`config.mk`:
```
export PLATFORM = sky130hd
export DESIGN_NAME = sseg_scan_capture
export DESIGN_NICKNAME = d
export VERILOG_FILES = /design/src/rtl/sseg_pkg.sv /design/src/rtl/sseg_glyph_decode.sv /design/src/rtl/sseg_scan_capture.sv
export SDC_FILE = /design/constraint.sdc
export NUM_CORES = 1
export LEC_CHECK = 0
export ABC_AREA = 1
export ABC_CLOCK_PERIOD_IN_PS = 3700
export CORE_ASPECT_RATIO = 0.75
export CORE_MARGIN = 1.5
export CORE_UTILIZATION = 30
export DETAILED_ROUTE_END_ITERATION = 10
export DONT_BUFFER_PORTS = 1
export GPL_TIMING_DRIVEN = 0
export PLACE_DENSITY = 0.54
export SYNTH_ARGS = -nofsm -noshare
export SYNTH_HDL_FRONTEND = slang
export SYNTH_SLANG_ARGS = --single-unit
```
`constraint.sdc`:
```
create_clock -name clk -period 3.7 [get_ports clk]
set_input_delay 0.37 -clock clk [delete_from_list [all_inputs] [get_ports clk]]
set_output_delay 0.37 -clock clk [all_outputs]
set_load 0.02 [all_outputs]
```
`src/rtl/sseg_pkg.sv`:
```
// Shared types, constants and helpers for the 7-segment scan capture block.
//   NUM_DIGITS  : digits on the multiplexed bus
//   HEX_GLYPH   : active-high gfedcba codes for hex digits 0..F
//   an_class_e  : classification of a sampled active-low digit enable
//   digit_cap_t : payload written into one digit slot on capture
package sseg_pkg;

   localparam int unsigned NUM_DIGITS = 8;
   localparam int unsigned SEG_W      = 8;
   localparam int unsigned GLYPH_W    = 7;
   localparam int unsigned NIB_W      = 4;
   localparam int unsigned IDX_W      = $clog2(NUM_DIGITS);

   localparam logic [GLYPH_W-1:0] HEX_GLYPH [16] = '{
      7'h3F, 7'h06, 7'h5B, 7'h4F, 7'h66, 7'h6D, 7'h7D, 7'h07,
      7'h7F, 7'h6F, 7'h77, 7'h7C, 7'h39, 7'h5E, 7'h79, 7'h71
   };

   typedef enum logic [1:0] {
      AN_BLANK,
      AN_ONEHOT,
      AN_MULTI
   } an_class_e;

   typedef struct packed {
      logic [SEG_W-1:0] seg;
      logic [NIB_W-1:0] nibble;
      logic             ok;
   } digit_cap_t;

   // Blank = no digit driven; one-hot = exactly one enable low; anything else is a bus fault.
   function automatic an_class_e classify_an(input logic [NUM_DIGITS-1:0] an);
      int unsigned zeros;
      zeros = 32'($countones(~an));
      if (zeros == 0)      return AN_BLANK;
      else if (zeros == 1) return AN_ONEHOT;
      else                 return AN_MULTI;
   endfunction

   // Position of the (single) low bit of an active-low one-hot enable.
   function automatic logic [IDX_W-1:0] onehot_low_index(input logic [NUM_DIGITS-1:0] an);
      logic [IDX_W-1:0] idx;
      idx = '0;
      for (int i = 0; i < NUM_DIGITS; i++) begin
         if (!an[i]) idx = IDX_W'(i);
      end
      return idx;
   endfunction

endpackage

```
`src/rtl/sseg_glyph_decode.sv`:
```
// Combinational glyph decoder: maps a 7-bit active-high gfedcba pattern to its hex value.
//   pattern_i : segment pattern, bit 6 = g ... bit 0 = a
//   nibble_o  : glyph index 0..F, 0 when no glyph matches (combinational)
//   ok_o      : high when pattern_i is one of the 16 hex glyphs (combinational)
module sseg_glyph_decode
   import sseg_pkg::*;
(
   input  logic [GLYPH_W-1:0] pattern_i,
   output logic [NIB_W-1:0]   nibble_o,
   output logic               ok_o
);

   // Glyph codes are distinct, so at most one compare can hit.
   always_comb begin
      nibble_o = '0;
      ok_o     = 1'b0;
      for (int g = 0; g < 16; g++) begin
         if (pattern_i == HEX_GLYPH[g]) begin
            nibble_o = NIB_W'(g);
            ok_o     = 1'b1;
         end
      end
   end

endmodule

```
`src/rtl/sseg_scan_capture.sv`:
```
// Capture side of the multiplexed 7-segment bus: de-glitches each digit slot,
// rebuilds the 8-digit frame and flags complete frames.
//   clk, reset_n : clock, synchronous active-low reset
//   an           : active-low digit enables (one-hot when driving)
//   sseg         : active-low segments, bit 7 = dp, bits 6:0 = gfedcba
//   seg_out      : captured active-high patterns, digit i at [8i+7:8i]
//   hex_out      : decoded nibble per digit, digit i at [4i+3:4i]
//   hex_ok       : per-digit glyph-match flag
//   frame_valid  : one-cycle pulse when all digits captured since last pulse
//   an_err       : one-cycle pulse on entry into a multi-hot enable value
module sseg_scan_capture
   import sseg_pkg::*;
#(
   parameter int unsigned SETTLE = 4
) (
   input  logic                        clk,
   input  logic                        reset_n,
   input  logic [NUM_DIGITS-1:0]       an,
   input  logic [SEG_W-1:0]            sseg,
   output logic [NUM_DIGITS*SEG_W-1:0] seg_out,
   output logic [NUM_DIGITS*NIB_W-1:0] hex_out,
   output logic [NUM_DIGITS-1:0]       hex_ok,
   output logic                        frame_valid,
   output logic                        an_err
);

   localparam int unsigned CNT_W = $clog2(SETTLE + 1);
   localparam int unsigned SEG_BUS_W = NUM_DIGITS * SEG_W;
   localparam int unsigned HEX_BUS_W = NUM_DIGITS * NIB_W;

   logic [NUM_DIGITS-1:0] an_q, an_d;
   logic [SEG_W-1:0]      sseg_q, sseg_d;
   logic [CNT_W-1:0]      cnt_q, cnt_d;
   logic [SEG_BUS_W-1:0]  seg_q, seg_d;
   logic [HEX_BUS_W-1:0]  hex_q, hex_d;
   logic [NUM_DIGITS-1:0] ok_q, ok_d;
   logic [NUM_DIGITS-1:0] seen_q, seen_d;
   logic                  fv_q, fv_d;
   logic                  err_q, err_d;

   logic                  changed_c;
   logic                  capture_c;
   logic [IDX_W-1:0]      idx_c;
   logic [NUM_DIGITS-1:0] seen_set_c;
   digit_cap_t            cap_c;
   logic [NIB_W-1:0]      dec_nib_c;
   logic                  dec_ok_c;

   assign changed_c = ({an, sseg} != {an_q, sseg_q});
   // Fires on exactly one edge per stable period: the counter saturates past SETTLE-1.
   assign capture_c = !changed_c && (cnt_q == CNT_W'(SETTLE - 1));
   assign idx_c     = onehot_low_index(an_q);

   sseg_glyph_decode u_decode (
      .pattern_i (~sseg_q[GLYPH_W-1:0]),
      .nibble_o  (dec_nib_c),
      .ok_o      (dec_ok_c)
   );

   assign cap_c = '{seg: ~sseg_q, nibble: dec_nib_c, ok: dec_ok_c};

   // Next-state: sampling/settle counter, capture write and frame tracking.
   always_comb begin
      an_d       = an_q;
      sseg_d     = sseg_q;
      cnt_d      = cnt_q;
      seg_d      = seg_q;
      hex_d      = hex_q;
      ok_d       = ok_q;
      seen_d     = seen_q;
      fv_d       = 1'b0;
      err_d      = 1'b0;
      seen_set_c = seen_q;

      if (changed_c) begin
         an_d   = an;
         sseg_d = sseg;
         cnt_d  = '0;
         // A segment-only change under the same faulty enable is not a new entry.
         err_d  = (an != an_q) && (classify_an(an) == AN_MULTI);
      end else begin
         if (cnt_q != CNT_W'(SETTLE)) cnt_d = cnt_q + CNT_W'(1);
         if (capture_c && (classify_an(an_q) == AN_ONEHOT)) begin
            seg_d[{idx_c, 3'b000} +: SEG_W] = cap_c.seg;
            hex_d[{idx_c, 2'b00}  +: NIB_W] = cap_c.nibble;
            ok_d[idx_c]                     = cap_c.ok;
            seen_set_c                      = seen_q | (NUM_DIGITS'(1) << idx_c);
            if (&seen_set_c) begin
               fv_d   = 1'b1;
               seen_d = '0;
            end else begin
               seen_d = seen_set_c;
            end
         end
      end
   end

   // State registers.
   always_ff @(posedge clk) begin
      if (!reset_n) begin
         an_q   <= '1;
         sseg_q <= '1;
         cnt_q  <= '0;
         seg_q  <= '0;
         hex_q  <= '0;
         ok_q   <= '0;
         seen_q <= '0;
         fv_q   <= 1'b0;
         err_q  <= 1'b0;
      end else begin
         an_q   <= an_d;
         sseg_q <= sseg_d;
         cnt_q  <= cnt_d;
         seg_q  <= seg_d;
         hex_q  <= hex_d;
         ok_q   <= ok_d;
         seen_q <= seen_d;
         fv_q   <= fv_d;
         err_q  <= err_d;
      end
   end

   assign seg_out     = seg_q;
   assign hex_out     = hex_q;
   assign hex_ok      = ok_q;
   assign frame_valid = fv_q;
   assign an_err      = err_q;

endmodule

```
==> results_dict.tcl <==
set metrics [dict create \
    outcome "finished with violations" \
    violations "negative setup slack" \
    fin_worst_skew_ns 0.00728 \
    max_cap_viol_count 0 \
    detailroute.via_count 5883 \
    r2r-start "an_q[1]" \
    place_area_sq_um 6710 \
    critical_path_cell_by_cell "inv_1 > fa_1 > fa_1 > fa_1 > ha_2 > inv_2 > fa_1 > nand3_2 > a21oi_2 > nand2_1 > nand3b_4 > nor2_4 > buf_12 > nand2_8 > buf_12 > nand2_4 > a21oi_2" \
    antenna_found_initial 0 \
    crit_path_start "an_q[1]" \
    syn_inst 894 \
    maxSlewHeadroom 0.456 \
    layout-drive-gt1-share 0.245 \
    critical_path.endpoint "seg_out[17]" \
    worstPathRequired_ns 3.98 \
    gr-total-overflow 0 \
    cts_buffer_depth 2 \
    mappedNetlistArea_sq_um 6350 \
    ys_top_cells_by_area "sky130_fd_sc_hd__dfxtp_1, sky130_fd_sc_hd__nand2_1, sky130_fd_sc_hd__a21oi_1" \
    first_pass_iters 5 \
    synth_seq_cells 133 \
    critPathMaxFanout 6 \
    fmax_ghz 0.255 \
    drt-wirelength-per-cell_um 17.4 \
    numClockSinks 133 \
    ctsHtreeMaxLevel 4 \
    critical_path.max_stage_delay_ns 0.53 \
    post_cts_hold_buffer_count 0 \
    synthesis.nets 935 \
    synthDistinctLibCells 36 \
    grt_setup_unrepaired "yes" \
    final_net_count 994 \
    antennaDiodeCount 0 \
    timing.final.hold_violations 0 \
    chipWidth_um 171 \
    synth_top_area_frac 0.419 \
    area_of_the_die_sq_um 22100 \
    final_critical_path_setup_slack_ns -0.227 \
    ys_seq_area_frac 0.419 \
    post_place_setup_slack_ns -0.376 \
    clock_pin_slew_of_the_registers_on_the_worst_case_setup_and_hold_paths_ns 0.06 \
    drt_wl_total_um 21800 \
    cellLeakagePower_nw 3.47 \
    rrSetupSlack_ns -0.23 \
    reg_to_reg_end "seg_out[17]" \
    worst_hold_path_type "in2reg" \
    globalRouteTotalUtil 0.199 \
    setup_viol_count_final 109 \
    most_used_cell_cp "sky130_fd_sc_hd__fa_1" \
    setup_crit_start_kind "flip-flop" \
    io_buffers 0 \
    via_count_of_the_first_global_routing_pass 5438 \
    route.detailed.drc 0 \
    core_area_sq_um 20500 \
    max_slew.worst_pin.slew_ns 0.816 \
    layout_worst_path_cycle_share 1.06 \
    layout.cell_area.non_filler_sq_um 8390 \
    placement_rows 45 \
    worst_setup_path_end_kind "flip-flop" \
    criticalPathCategory "reg2reg" \
    fin_crit_ns 3.93 \
    timing.final.max_slew_violations 0 \
    ys.warnings.count 0 \
    top_level_ports 124 \
    first_pass_grt_wire_length_um 32500 \
    clock_latency_ns 0.43 \
    maximum_number_of_pins_on_one_net_before_global_route_repair 17 \
    antenna_left 0 \
    timing.critical_path.arrival_ns 4.21 \
    rr_worst_depth 17 \
    final_hpwl_dp_um 15100 \
    root_buffer "sky130_fd_sc_hd__clkbuf_16" \
    viasPerCell 4.71 \
    initial_core_util 0.310 \
    synth_area_per_cell_sq_um 7.11 \
    cp_slowest_cell "sky130_fd_sc_hd__fa_1" \
    tritoncts "built" \
    power-per-cell-area_nw_per_um2 411 \
    vdd.ir_drop.worst_mv 0.282 \
    synthDominantAreaCellType "sky130_fd_sc_hd__dfxtp_1" \
    place.gp.congestion 0.849 \
    first_iter_violations 404 \
    cts_inserted_buffers 17 \
    die_y_um 129 \
    area_grow_syn2layout_pct 32.0 \
]
routing by layer:
| layer | routed length [um] | GRT usage |
|---|---|---|
| met5 | 0 | 0 |
| met4 | 337 | 0.0650 |
| met3 | 1960 | 0.0803 |
| met2 | 9030 | 0.276 |
| met1 | 10400 | 0.279 |
cells in the final DEF, fill, tap and decap left out, drive strengths merged:
cell      count
nor2         91
bufbuf        1
o21bai        4
o21a          1
nor3         20
nand4         7
nand3b        3
a31oi         2
clkinvlp      5
a311oi        1
fa            8
o21ai        26
xor2          1
clkbuf       38
nand3        77
inv         109
nand2       251
a21o          1
bufinv        1
buf          66
clkinv        4
a21oi        96
and2          2
a31o          1
ha           15
or2           2
dfxtp       133
repair_timing:
action / in CTS / in global routing
setup endpoints to repair: 108 / 113
endpoints found under the hold margin: 0 / 0
pin swaps: 29 / 34
gates cloned: 15 / 2
setup buffers: 24 / 4
gates resized for setup: 116 / 89
synthesized netlist by cell type:
| master | count |
|---|---|
| sky130_fd_sc_hd__nand2_2 | 7 |
| sky130_fd_sc_hd__a311oi_1 | 1 |
| sky130_fd_sc_hd__dfxtp_1 | 133 |
| sky130_fd_sc_hd__nand4_1 | 7 |
| sky130_fd_sc_hd__a21o_1 | 1 |
| sky130_fd_sc_hd__nand3_2 | 4 |
| sky130_fd_sc_hd__clkbuf_1 | 18 |
| sky130_fd_sc_hd__xor2_1 | 1 |
| sky130_fd_sc_hd__inv_1 | 93 |
| sky130_fd_sc_hd__nor2_1 | 82 |
| sky130_fd_sc_hd__nor3_1 | 20 |
| sky130_fd_sc_hd__inv_2 | 13 |
| sky130_fd_sc_hd__or2_2 | 2 |
| sky130_fd_sc_hd__a31o_2 | 1 |
| sky130_fd_sc_hd__o21bai_1 | 4 |
| sky130_fd_sc_hd__nor2_2 | 2 |
| sky130_fd_sc_hd__nand2_1 | 244 |
| sky130_fd_sc_hd__nand3b_1 | 2 |
| sky130_fd_sc_hd__buf_4 | 4 |
| sky130_fd_sc_hd__nor2_4 | 6 |
| sky130_fd_sc_hd__o21a_1 | 1 |
| sky130_fd_sc_hd__a21oi_1 | 94 |
| sky130_fd_sc_hd__a31oi_1 | 2 |
| sky130_fd_sc_hd__a21oi_2 | 2 |
| sky130_fd_sc_hd__o21ai_0 | 24 |
| sky130_fd_sc_hd__buf_1 | 1 |
| sky130_fd_sc_hd__nand3_1 | 73 |
| sky130_fd_sc_hd__buf_6 | 10 |
| sky130_fd_sc_hd__and2_1 | 2 |
| sky130_fd_sc_hd__nand3b_4 | 1 |
| sky130_fd_sc_hd__buf_2 | 12 |
| sky130_fd_sc_hd__fa_1 | 8 |
| sky130_fd_sc_hd__clkbuf_2 | 1 |
| sky130_fd_sc_hd__ha_1 | 15 |
| sky130_fd_sc_hd__o21ai_1 | 2 |
| sky130_fd_sc_hd__inv_4 | 1 |
worst max-delay path: cells and delay by family (launching register included):
family,cells,cell delay [ns]
and+or+nand+nor,6,0.69
buffers and inverters,4,0.45
DFF,1,0.35
adders and majority gates,5,2.14
AOI/OAI and AO/OA,2,0.15
power by group:
part           switching [mW]  total (mW)  internal (mW)
combinational           0.259       0.352         0.0934
sequential             0.0158        1.46           1.44
clock                   0.698        1.64          0.940
total                   0.972        3.45           2.48
registers in the layout, summed over array words and instances, names as in the netlist:
register and count:
an_err 1, an_q 8, cnt_q 3, frame_valid 1
hex_ok 8, hex_out 32, seen_q 8, seg_out 64
sseg_q 8
cells by family (layout without fill, tap and decap cells):
kind of cell / Yosys count / in the layout / share of synthesized area
AO/OA/AOI/OAI: 132 / 132 / 0.109
XOR/XNOR: 1 / 1 / 0.00138
buffers and inverters: 153 / 224 / 0.108
adder cells (fa/ha/maj): 23 / 23 / 0.0548
flip-flops: 133 / 133 / 0.419
AND/OR/NAND/NOR: 452 / 453 / 0.308
per-stage QoR:
stage / hold WS, ns / cells / TNS (ns) / utilization / power (mW)
floorplan: 0.461 / 894 / 0 / - / 1.72
global placement: 0.473 / 1176 / -21.08 / 0.327 / 1.80
detailed placement: 0.474 / 1176 / -23.43 / 0.327 / 1.81
CTS: 0.0213 / 1245 / -15.00 / 0.392 / 3.45
global route: 0.0344 / 1248 / -34.57 / 0.409 / 3.58
finish: 0.0376 / 1248 / -15.73 / 0.409 / 3.45
how the worst min path moves through the flow:
stage	from	to	cells past startpoint
after floorplan	cnt_q[2]	cnt_q[1]	2
after global placement	sseg[3]	sseg_q[3]	2
after detailed placement	sseg[6]	sseg_q[6]	2
after CTS	sseg[6]	sseg_q[6]	2
after global routing	sseg[5]	sseg_q[5]	2
final	sseg[6]	sseg_q[6]	2
layout make-up:
cell class / instances / area (sq um)
tap: 282 / 353
clock inverter: 12 / 105
timing repair buffer: 39 / 488
inverter: 107 / 412
clock buffer: 20 / 447
fill: 2123 / 12100
sequential: 133 / 2670
buffer: 46 / 354
multi-input combinational: 609 / 3560
Power figures use the tool's default switching activity.
